`src/rtl/result_drain.sv`:
```
// result_drain: streams the 16 systolic-array results out of the output memory over valid/ready.
// Define RESULT_DRAIN_TRANSPOSE_EN to walk the memory column-major instead of row-major.
module result_drain #(
  parameter int N      = 4,
  parameter int DATA_W = 33,
  parameter int ADDR_W = 4
) (
  input  logic              clk,
  input  logic              rst,
  input  logic              start,
  output logic              busy,
  output logic              done,
  output logic [ADDR_W-1:0] mem_read_addr,
  input  logic [DATA_W-1:0] mem_read_data,
  output logic              out_valid,
  input  logic              out_ready,
  output logic [DATA_W-1:0] out_data,
  output logic [ADDR_W-1:0] out_index,
  output logic              out_last
);
  localparam int CW = ADDR_W + 1;
  localparam logic [CW-1:0] DEPTH = CW'(N * N);
  typedef enum logic [1:0] {IDLE, RUN, FLUSH} state_t;
  state_t state_q, state_d;
  logic [CW-1:0] issue_q, issue_d, beat_q, beat_d;
  logic [ADDR_W-1:0] addr_q, addr_d, addr_k, idx1_q, idx2_q;
  logic p1_q, p2_q, done_q, done_d;
  logic [1:0] cnt_q, cnt_d, wr;
  logic [2:0] occ;
  logic [DATA_W-1:0] data_q [3];
  logic [DATA_W-1:0] data_d [3];
  logic [ADDR_W-1:0] idx_q [3];
  logic [ADDR_W-1:0] idx_d [3];
  logic accept, issue, pop, push, last_pop;
`ifdef RESULT_DRAIN_TRANSPOSE_EN
  assign addr_k = ADDR_W'((int'(issue_q) % N) * N + int'(issue_q) / N);
`else
  assign addr_k = issue_q[ADDR_W-1:0];
`endif
  assign busy          = state_q != IDLE;
  assign done          = done_q;
  assign mem_read_addr = addr_q;
  assign out_valid     = cnt_q != 2'd0;
  assign out_data      = data_q[0];
  assign out_index     = idx_q[0];
  assign out_last      = out_valid && beat_q == DEPTH - 1'b1;
  // Next state, counters and read issue; occupancy counts this cycle's pop so the stream runs at full rate
  always_comb begin
    accept   = state_q == IDLE && start && !done_q;
    pop      = out_valid && out_ready;
    push     = p2_q;
    last_pop = pop && beat_q == DEPTH - 1'b1;
    occ      = {1'b0, cnt_q} + {2'b0, p1_q} + {2'b0, p2_q} - {2'b0, pop};
    issue    = (accept || state_q == RUN) && occ < 3'd3;
    issue_d  = last_pop ? '0 : issue_q + CW'(issue);
    beat_d   = last_pop ? '0 : beat_q + CW'(pop);
    addr_d   = issue ? addr_k : addr_q;
    done_d   = last_pop;
    cnt_d    = cnt_q + {1'b0, push} - {1'b0, pop};
    wr       = cnt_q - {1'b0, pop};
    state_d  = accept ? RUN :
               (state_q == RUN && issue && issue_q == DEPTH - 1'b1) ? FLUSH :
               last_pop ? IDLE : state_q;
  end
  // Output buffer: head shifts out on pop, returning read data lands behind the surviving entries
  always_comb begin
    data_d = data_q;
    idx_d  = idx_q;
    if (pop) begin
      data_d[0] = data_q[1];
      data_d[1] = data_q[2];
      idx_d[0]  = idx_q[1];
      idx_d[1]  = idx_q[2];
    end
    if (push) begin
      data_d[wr] = mem_read_data;
      idx_d[wr]  = idx2_q;
    end
  end
  // State, counters, two-stage read-latency pipe and buffer registers
  always_ff @(posedge clk) begin
    if (rst) begin
      state_q <= IDLE;
      issue_q <= '0;
      beat_q  <= '0;
      addr_q  <= '0;
      p1_q    <= 1'b0;
      p2_q    <= 1'b0;
      idx1_q  <= '0;
      idx2_q  <= '0;
      done_q  <= 1'b0;
      cnt_q   <= '0;
      for (int i = 0; i < 3; i++) begin
        data_q[i] <= '0;
        idx_q[i]  <= '0;
      end
    end else begin
      state_q <= state_d;
      issue_q <= issue_d;
      beat_q  <= beat_d;
      addr_q  <= addr_d;
      p1_q    <= issue;
      p2_q    <= p1_q;
      idx1_q  <= addr_k;
      idx2_q  <= idx1_q;
      done_q  <= done_d;
      cnt_q   <= cnt_d;
      data_q  <= data_d;
      idx_q   <= idx_d;
    end
  end
endmodule

```
`config.mk`:
```
export PLATFORM = sky130hd
export DESIGN_NAME = result_drain
export DESIGN_NICKNAME = d
export VERILOG_FILES = /design/src/rtl/result_drain.sv
export SDC_FILE = /design/constraint.sdc
export NUM_CORES = 1
export LEC_CHECK = 0
export ABC_AREA = 0
export CELL_PAD_IN_SITES_DETAIL_PLACEMENT = 1
export CELL_PAD_IN_SITES_GLOBAL_PLACEMENT = 1
export CORE_UTILIZATION = 45
export CTS_BUF_LIST = sky130_fd_sc_hd__clkbuf_8
export DETAILED_ROUTE_END_ITERATION = 16
export PLACE_DENSITY = 0.9
export SYNTH_ARGS = -nofsm -noshare
export SYNTH_HDL_FRONTEND = slang
export SYNTH_SLANG_ARGS = --single-unit
```
`constraint.sdc`:
```
create_clock -name clk -period 5.8 [get_ports clk]
set_clock_uncertainty 0.2 [all_clocks]
set_input_delay 1.45 -clock clk [delete_from_list [all_inputs] [get_ports clk]]
set_output_delay 1.45 -clock clk [all_outputs]
set_load 0.01 [all_outputs]
```
After elaboration in Yosys (flattened, before gate mapping)
Cells that the tools add are included.

Flip-flop bits (word level): 140. Bits of input ports: 37. Output and inout bits: 45.

Add/subtract/negate cells: 8. Magnitude comparators: 3. Eq/ne operators: 3. Muxes and demuxes: 13. Bitwise logic cells: 1. Reduce and logical (&&, ||, !) cells: 18.

Operators by type and width (number): $bwmux W99 (1); $mux W99 (1); $demux W33 S2 (1); $mux W66 (1); $mux W33 (1); $bwmux W12 (1); $mux W12 (1); $add A5 B1 Y5 (2); $eq A5 B4 Y1 const B (2); $logic_and A1 B1 Y1 (9); $demux W4 S2 (1); $mux W8 (1); $reduce_bool A2 Y1 (3); $mux W2 (2); $mux W4 (1); $reduce_or A2 Y1 (2); $sub A2 B1 Y2 (2); $add A2 B1 Y3 (1); $add A3 B1 Y3 (1); $ge A3 B3 Y1 const B (1); $lt A3 B1 Y1 const B (1); $lt A3 B2 Y1 const B (1); $not A2 Y3 (1); $reduce_bool A3 Y1 (1); other kinds (7) (7).

Depth between registers and ports, before layout
Gate-level depths: netlist of the first run.

Depth in word-level cells: 10. Depth in mapped cells: 18.

Worst setup path after synthesis of the first run
OpenSTA, ideal clock, no wires.

Kind: input-to-reg. Start point: input out_ready. End point: register issue_q[4]. Setup time: 0.120 ns. Arrival: 4.056 ns. Data required time: 5.480 ns. Setup slack: 1.424 ns. Stages on the path: 17. Cell sequence: o21ai_2 > inv_2 > buf_4 > buf_2 > ha_1 > fa_1 > inv_1 > fa_1 > inv_1 > o221a_2 > o21ai_1 > inv_1 > ha_1 > ha_1 > nand3_1 > xor2_1 > nor2_1.

Longest elaborated chain between the ends: 5. Elaborated cells between the ends (all ways): 7. Classes of those cells: add/sub: 2; order compare: 1; reduce/logical: 4.

RTL lines: start, declared (RTL line 16) `input logic out_ready,`; $logic_and A1 B1 Y1 (RTL line 50) `pop = out_valid && out_ready;`; $sub A3 B1 Y3 (RTL line 53) `occ = {1'b0, cnt_q} + {2'b0, p1_q} + {2'b0, p2_q} - {2'b0, pop};`; $lt A3 B2 Y1 (RTL line 54) `issue = (accept || state_q == RUN) && occ < 3'd3;`; $logic_and A1 B1 Y1 (RTL line 54); net issue (RTL line 34) `logic accept, issue, pop, push, last_pop;`; $add A5 B1 Y5 (RTL line 55) `issue_d = last_pop ? '0 : issue_q + CW'(issue);`; end signal, assigned (RTL line 99) `issue_q <= issue_d;`; end, declared (RTL line 25) `logic [CW-1:0] issue_q, issue_d, beat_q, beat_d;`.

The timed path passes the listed nets, and every way through them passes these cells. A chain may end at the register's enable or synchronous reset.

Worst setup path after layout of the first run
Ends and elaborated chain as after synthesis.

==> out/metrics.yaml, run 1 <==
outcome: "complete, no violations"
area_delta_synth_final_pct: 16.0
antenna_found_initial: 0
synth.area.top_cells: "dfxtp_1 47%, nand2_1 14%, a311oi_1 11%"
synth_common_cells: "227 x nand2_1, 140 x dfxtp_1, 87 x nor2_1"
endpoint_kind: "flop"
synth-xor-area-share: 0.0131
start_util: 0.467
synth_area_leader_cell: "dfxtp_1"
synth_area_per_cell_um2: 8.16
cts_resized: 0
async_reset_ff_frac: 0
netlist.area_leader.share: 0.472
dr.pass1.iters: 4
gp_congestion: 0.836
ys.flop_type: "dfxtp_1"
final.period_utilization: 0.763
synth_edf_count: 0
cts_root_buffer: "clkbuf_8"
synth_top_family_by_area: "simple AND/OR/NAND/NOR gates"
clock-sinks: 140
critPathMaxFanout: 6
post_drt_wl_per_cell_um: 16.7
num_vias: 5113
r2r_slack_ns: 2.31
grt-ovfl-total: 0
setup_viol: 0
clk_latency_ns: 0.45
grt_pass1_vias: 5381
cp.required_ns: 5.94
pin_count: 82
rsz0062_at_grt: "false"
final-max-slew-violation-count: 0
hold_viol: 0
synth_compound_area_frac: 0.149
core_area_um2: 12700
fmax_mhz: 226
syn_inst: 727
postRouteAntennaNets: 0
worstPathArrival_ns: 4.56
min_path_type: "reg2reg"
synth_warnings: 0
htree_num_levels: 4
yosys.cell_types.count: 34
powerDensity_nw_per_um2: 394
drt_wl_total_um: 15500
final_layout_size_suffix_gt1_frac: 0.0701
path_clk_slew_ns: 0.08
crit_type: "in2reg"
row_count: 41
tns_ns: 0
max_slew.worst_pin.slew_ns: 0.865
syn-num-nets: 773
detail_route.iter0.violations: 402
cts_tree: "yes"
period_needed_ns: 4.42
holdBufCountCts: 0
clockBufferDepth: 2
grt_pass1_wl_um: 25600
cts_inserted_buffers: 17
fin_nets: 789
die_height_um: 117
ys_seq_area_frac: 0.472
max_cap_viol_count: 0
grt_use_total: 0.242
portBuffers: 81
dp_hpwl_um: 9490
route.detailed.drc: 0
synthMuxAreaShare: 0.00759
yosysMostFrequentCell: "nand2_1"
nFillCells: 1590
fp.dieW_um: 117
synthSimpleGateAreaFrac: 0.235
dieArea_um2: 13700
synthAdderAreaFrac: 0.0215
synth-seq-cells: 140
diodes: 0
p_leak_nw: 2.33
post_cts_buffers: 0
ir_drop_uv: 378
critPathLaunchType: "input port"
grt_max_degree: 77
vias_per_cell: 5.51
maxSlewHeadroom: 0.423
netlist_area_um2: 5940
fin_hold_ws_ns: 0.260
[cells in the final DEF, fill, tap and decap left out, types with 5 or more instances in the layout]
master	count
a21oi_1	39
dfxtp_1	140
inv_1	10
nor2b_1	14
xor2_1	5
nor2_1	87
buf_4	7
a311oi_1	74
clkdlybuf4s50_1	80
nand2_1	227
ha_1	7
clkbuf_8	18
[kinds of logic after synthesis]
kind of cell               after synthesis
xor gates and xnor gates                 8
buffers and inverters                  102
DFF                                    140
adders and majority gates                9
muxes                                    4
AOI/OAI and AO/OA                      118
and+or+nand+nor                        346
[worst max-delay path: stages]
cell and delay [ns]:
clkdlybuf4s50_1 0.49, o21ai_4 0.10, inv_2 0.05, ha_1 0.29
fa_1 0.19, inv_1 0.07, fa_1 0.47, inv_1 0.04
o221a_2 0.25, o21ai_1 0.27, inv_1 0.09, ha_1 0.21
ha_1 0.21, nand3_1 0.11, xor2_1 0.19, nor2_1 0.06
[cell type report]
| type | instances | area, µm² | share of cell area |
|---|---|---|---|
| clock buffers | 18 | 248 | 0.0360 |
| repair buffers | 87 | 853 | 0.124 |
| well taps | 172 | 215 | 0.0313 |
| inverters | 12 | 45.0 | 0.00654 |
| clock inverters | 14 | 170 | 0.0247 |
| multi-input cells | 485 | 2550 | 0.370 |
| flip-flops and latches | 140 | 2800 | 0.407 |
[final timing paths]
kind,from,endpoint,cells past startpoint
worst max-delay path,out_ready,issue_q[4]$_SDFF_PP0_,16
worst min register to register,idx1_q[0]$_SDFF_PP0_,idx2_q[0]$_SDFF_PP0_,1
worst max register to register,cnt_q[1]$_SDFF_PP0_,issue_q[4]$_SDFF_PP0_,15
worst min-delay path,idx1_q[0]$_SDFF_PP0_,idx2_q[0]$_SDFF_PP0_,1
[report_power, final]
part / switching (mW) / internal [mW] / leakage [nW]
Sequential: 0.0803 / 1.08 / 1.13
Combinational: 0.428 / 0.289 / 0.999
Clock: 0.395 / 0.437 / 0.201
Total: 0.903 / 1.81 / 2.33
[metrics by stage]
step / utilization / power [mW] / cell area [µm²] / std cells / setup slack (ns)
after floorplan: - / 1.70 / 5940 / 727 / 1.42
after global routing: 0.541 / 2.85 / 6880 / 928 / 1.19
after detailed placement: 0.508 / 1.90 / 6470 / 896 / 0.955
final: 0.541 / 2.71 / 6880 / 928 / 1.38
after global placement: 0.508 / 1.85 / 6470 / 896 / 1.16
after CTS: 0.541 / 2.73 / 6880 / 928 / 1.42
[layer usage]
metal	share of wire	GRT usage	wire, µm
met1	0.43	0.278	6640
met5	0	0	0
met4	0.022	0.105	333
met3	0.033	0.0536	512
met2	0.52	0.434	7990
No activity file was read; power rests on OpenSTA's default activity.
==> inputs of run 2 (changes only) <==
--- a/config.mk
+++ b/config.mk
@@ -8,10 +8,10 @@
 export ABC_AREA = 0
 export CELL_PAD_IN_SITES_DETAIL_PLACEMENT = 1
 export CELL_PAD_IN_SITES_GLOBAL_PLACEMENT = 1
-export CORE_UTILIZATION = 45
+export CORE_UTILIZATION = 38
 export CTS_BUF_LIST = sky130_fd_sc_hd__clkbuf_8
 export DETAILED_ROUTE_END_ITERATION = 16
-export PLACE_DENSITY = 0.9
+export PLACE_DENSITY = 0.81
 export SYNTH_ARGS = -nofsm -noshare
 export SYNTH_HDL_FRONTEND = slang
 export SYNTH_SLANG_ARGS = --single-unit
==> constraint.sdc (replaced) <==
create_clock -name clk -period 4 [get_ports clk]
set_clock_uncertainty 0.2 [all_clocks]
set_input_delay 1 -clock clk [delete_from_list [all_inputs] [get_ports clk]]
set_output_delay 1 -clock clk [all_outputs]
set_load 0.01 [all_outputs]
==> out/metrics.yaml, run 2 (synthesis gave the netlist of run 1 again) <==
outcome: "complete, no violations"
holdBufCountCts: 0
portBuffers: 81
start_util: 0.390
multiInputGateArea_um2: 2550
grt_max_degree: 77
clock-sinks: 140
crit_family: "adder cells"
nFillCells: 1803
route.detailed.drc: 0
fin_ws_ns: 0.268
row_count: 45
max_slew.worst_pin.slew_ns: 0.825
detail_route.iter0.violations: 291
fp.dieW_um: 127
grt_pass1_wl_um: 25600
drt_wl_total_um: 15400
cts_root_buffer: "clkbuf_8"
pin_count: 82
hold_viol: 0
clk_latency_ns: 0.45
dieArea_um2: 16100
critPathMaxFanout: 2
ir_drop_uv: 260
min_path_type: "reg2reg"
rsz0062_at_grt: "false"
path_clk_slew_ns: 0.08
final.period_utilization: 0.933
grt_pass1_vias: 5371
maxSlewHeadroom: 0.450
htree_num_levels: 4
critPathLaunchType: "input port"
vias_per_cell: 5.32
crit_type: "in2reg"
final_cell_mix: "227 x nand2_1, 140 x dfxtp_1, 87 x nor2_1"
area_delta_synth_final_pct: 17.5
p_total_mw: 3.87
fmax_mhz: 268
pre_cts_slack_ns: -0.207
core_area_um2: 15200
num_vias: 5053
slowest_stage: "clkdlybuf4s50_1"
final-max-slew-violation-count: 0
grt_use_total: 0.200
clockBufferDepth: 2
cts_inserted_buffers: 17
p_leak_nw: 2.39
powerDensity_nw_per_um2: 556
antenna_found_initial: 0
period_needed_ns: 3.73
setup_viol: 0
worst_path_largest_cell_delay_ns: 0.53
die_height_um: 127
final_layout_size_suffix_gt1_frac: 0.0748
cp.required_ns: 4.14
gp_congestion: 0.728
final_util: 0.459
fin_nets: 797
layout_commonest_cell: "nand2_1"
post_cts_buffers: 0
post_drt_wl_per_cell_um: 16.2
grt-ovfl-total: 0
postRouteAntennaNets: 0
dr.pass1.iters: 4
worstPathCellList: "clkdlybuf4s50_1 -> o21ai_4 -> inv_2 -> ha_1 -> fa_1 -> inv_1 -> fa_1 -> inv_1 -> o221a_2 -> o21ai_1 -> inv_1 -> ha_1 -> ha_1 -> nand3_1 -> xor2_1 -> nor2_1"
worstPathArrival_ns: 3.87
diodes: 0
max_cap_viol_count: 0
ff_latch_area_um2: 2800
cts_resized: 0
cts_tree: "yes"
dp_hpwl_um: 9860
endpoint_kind: "flop"
timing.critical_path.buf_inv: 5
run 2: cell types whose count changed in the layout (fill, tap and decap cells not counted), sizes merged:
cell      previous run  this run
buf                  7        15
bufinv               3         2
clkbuf              18        20
clkinv               6         5
clkinvlp             4         1
inv                 13        14
run 2: area by class of cell:
| class | instances | area share |
|---|---|---|
| timing repair buffer | 95 | 0.138 |
| clock buffer | 20 | 0.0395 |
| multi-input combinational | 485 | 0.366 |
| clock inverter | 10 | 0.0144 |
| inverter | 12 | 0.00646 |
| sequential | 140 | 0.402 |
| tap | 188 | 0.0337 |
run 2: routing by layer:
layer / share of wire / GRT usage / vias up / wire [µm]
met5: 0 / 0 / - / 0
met2: 0.49 / 0.352 / 94 / 7530
met4: 0.019 / 0.0847 / 0 / 296
met3: 0.035 / 0.0473 / 24 / 533
met1: 0.46 / 0.233 / 2491 / 6990
li1: - / - / 2444 / -
run 2: final timing paths:
kind / startpoint / slack, ns / end / cells after the start
max: out_ready / 0.27 / issue_q[4]$_SDFF_PP0_ / 16
min: idx1_q[0]$_SDFF_PP0_ / 0.25 / idx2_q[0]$_SDFF_PP0_ / 1
max reg2reg: cnt_q[1]$_SDFF_PP0_ / 0.74 / issue_q[4]$_SDFF_PP0_ / 15
min reg2reg: idx1_q[0]$_SDFF_PP0_ / 0.25 / idx2_q[0]$_SDFF_PP0_ / 1
run 2: stage by stage:
stage | area [µm²] | cells | setup TNS, ns | hold slack [ns]
2_1_floorplan | 5940 | 727 | 0 | 0.214
3_3_place_gp | 6600 | 920 | -0.0514 | 0.232
3_5_place_dp | 6600 | 920 | -0.344 | 0.230
4_1_cts | 6970 | 950 | 0 | 0.248
5_1_grt | 6970 | 950 | 0 | 0.271
6_report | 6970 | 950 | 0 | 0.248
run 2: power by group:
part | switching (mW) | internal, mW
clock network | 0.524 | 0.586
registers | 0.120 | 1.57
logic | 0.620 | 0.454
run 2: worst reg2reg max path: cells and delay by family (launching register included):
kind,cells,cell delay [ns]
adder cells (fa/ha/maj),5,1.46
AO/OA/AOI/OAI,3,0.48
flip-flops,1,0.44
buffers and inverters,4,0.28
AND/OR/NAND/NOR,2,0.17
XOR/XNOR,1,0.15
==> inputs of run 3 (changes only) <==
--- a/config.mk
+++ b/config.mk
@@ -8,10 +8,13 @@
 export ABC_AREA = 0
 export CELL_PAD_IN_SITES_DETAIL_PLACEMENT = 1
 export CELL_PAD_IN_SITES_GLOBAL_PLACEMENT = 1
+export CORE_ASPECT_RATIO = 0.8
 export CORE_UTILIZATION = 38
 export CTS_BUF_LIST = sky130_fd_sc_hd__clkbuf_8
 export DETAILED_ROUTE_END_ITERATION = 16
+export GPL_TIMING_DRIVEN = 0
 export PLACE_DENSITY = 0.81
+export SKIP_LAST_GASP = 1
 export SYNTH_ARGS = -nofsm -noshare
 export SYNTH_HDL_FRONTEND = slang
 export SYNTH_SLANG_ARGS = --single-unit
==> out/metrics.yaml, run 3 (synthesis gave the netlist of run 1 again) <==
final-max-slew-violation-count: 0
post_dp_cell_area_um2: 7010
grt_pass1_wl_um: 29400
layout.cells.non_filler: 1050
holdBufCountCts: 0
postRouteAntennaNets: 0
detail_route.iter0.violations: 281
powerDensity_nw_per_um2: 550
maxSlewHeadroom: 0.576
grt_use_total: 0.238
fin_nets: 874
fin_ws_ns: 0.165
clk_latency_ns: 0.46
diodes: 0
row_count: 40
worst_path_largest_cell_delay_ns: 0.42
crit_type: "in2reg"
timing.critical_path.buf_inv: 6
critPathMaxFanout: 11
outcome: "complete, no violations"
pre_cts_slack_ns: -1.01
cts_tree: "yes"
hp-start: "idx1_q[2]$_SDFF_PP0_"
path_clk_slew_ns: 0.08
pin_count: 82
gp_congestion: 0.811
drt_wl_total_um: 18000
worstPathCellList: "dlygate4sd2_1 -> o21ai_2 -> inv_2 -> buf_12 -> ha_1 -> fa_1 -> inv_1 -> fa_1 -> inv_1 -> o221a_2 -> o21ai_2 -> inv_1 -> ha_1 -> ha_2 -> nand3_1 -> xor2_1 -> nor2_1"
grt-ovfl-total: 0
endpoint_kind: "flop"
grt_max_degree: 17
max_cap_viol_count: 0
grt_pass1_vias: 5771
max_slew.worst_pin.slew_ns: 0.636
p_leak_nw: 2.67
stdcell_area_um2: 7410
crit_family: "adder cells"
final.period_utilization: 0.959
area_delta_synth_final_pct: 24.9
cts_inserted_buffers: 17
cts_root_buffer: "clkbuf_8"
ir_drop_uv: 277
dp_hpwl_um: 12900
layout_commonest_cell: "nand2_1"
slowest_stage: "fa_1"
fp.dieW_um: 142
vias_per_cell: 5.19
num_vias: 5445
start_util: 0.393
dr.pass1.iters: 4
clock-sinks: 140
dieArea_um2: 16100
fin_hold_ws_ns: 0.257
worstPathArrival_ns: 3.98
final_cell_mix: "227 x nand2_1, 140 x dfxtp_1, 87 x nor2_1"
nFillCells: 1816
period_needed_ns: 3.83
setup_viol: 0
dp.cells: 1018
route.detailed.drc: 0
die_height_um: 114
hold_viol: 0
antenna_found_initial: 0
critPathLaunchType: "input port"
final_util: 0.491
regToRegStartpoint: "cnt_q[1]$_SDFF_PP0_"
rsz0062_at_grt: "false"
core_area_um2: 15100
final_layout_size_suffix_gt1_frac: 0.131
portBuffers: 81
htree_num_levels: 4
crit_top_cell: "inv_1"
post_drt_wl_per_cell_um: 17.2
crit_start: "out_ready"
min_path_type: "reg2reg"
clockBufferDepth: 2
cp.required_ns: 4.14
fmax_mhz: 261
[run 3: worst register-to-register path, stage by stage (launching register included)]
cell     delay, ns
dfxtp_1       0.31
buf_6         0.13
o21ai_2       0.20
inv_2         0.10
buf_12        0.16
ha_1          0.28
fa_1          0.37
inv_1         0.11
fa_1          0.42
inv_1         0.06
o221a_2       0.20
o21ai_2       0.12
inv_1         0.09
ha_1          0.18
ha_2          0.20
nand3_1       0.09
xor2_1        0.15
nor2_1        0.06
[run 3: per-layer routing]
layer	GRT usage	vias to the layer above	wire length [µm]
met3	0.0567	20	917
li1	-	2615	-
met4	0.0867	0	241
met1	0.289	2686	8010
met2	0.411	124	8880
met5	0	-	0
[run 3: metrics by stage]
stage | total power [mW] | setup TNS [ns]
after floorplan | 2.47 | 0
after global placement | 2.92 | -5.60
after detailed placement | 2.99 | -7.13
after CTS | 4.10 | 0
after global routing | 4.30 | 0
final | 4.08 | 0
[run 3: path summary, 6_finish.rpt]
check / cells after the start / slack (ns) / endpoint
max: 17 / 0.17 / issue_q[4]$_SDFF_PP0_
min: 1 / 0.26 / idx2_q[2]$_SDFF_PP0_
max reg2reg: 17 / 0.44 / issue_q[4]$_SDFF_PP0_
min reg2reg: 1 / 0.26 / idx2_q[2]$_SDFF_PP0_
[run 3: power by group]
group          leakage [nW]  switching, mW  internal (mW)
Sequential             1.13          0.104           1.57
Combinational          1.34          0.724          0.613
Clock                 0.200          0.542          0.523
Total                  2.67           1.37           2.71
[run 3: what timing repair did]
item	4_1_cts	5_1_grt
setup endpoints to repair	9	0
setup buffers	1	0
resized for setup	6	0
[run 3: layout make-up]
type | instances | area, µm² | area share
timing repair buffer | 83 | 850 | 0.115
inverter | 12 | 45.0 | 0.00607
clock inverter | 11 | 77.6 | 0.0105
clock buffer | 20 | 275 | 0.0371
multi-input combinational | 485 | 2540 | 0.342
sequential | 140 | 2800 | 0.378
buffer | 89 | 563 | 0.0759
tap | 210 | 263 | 0.0354
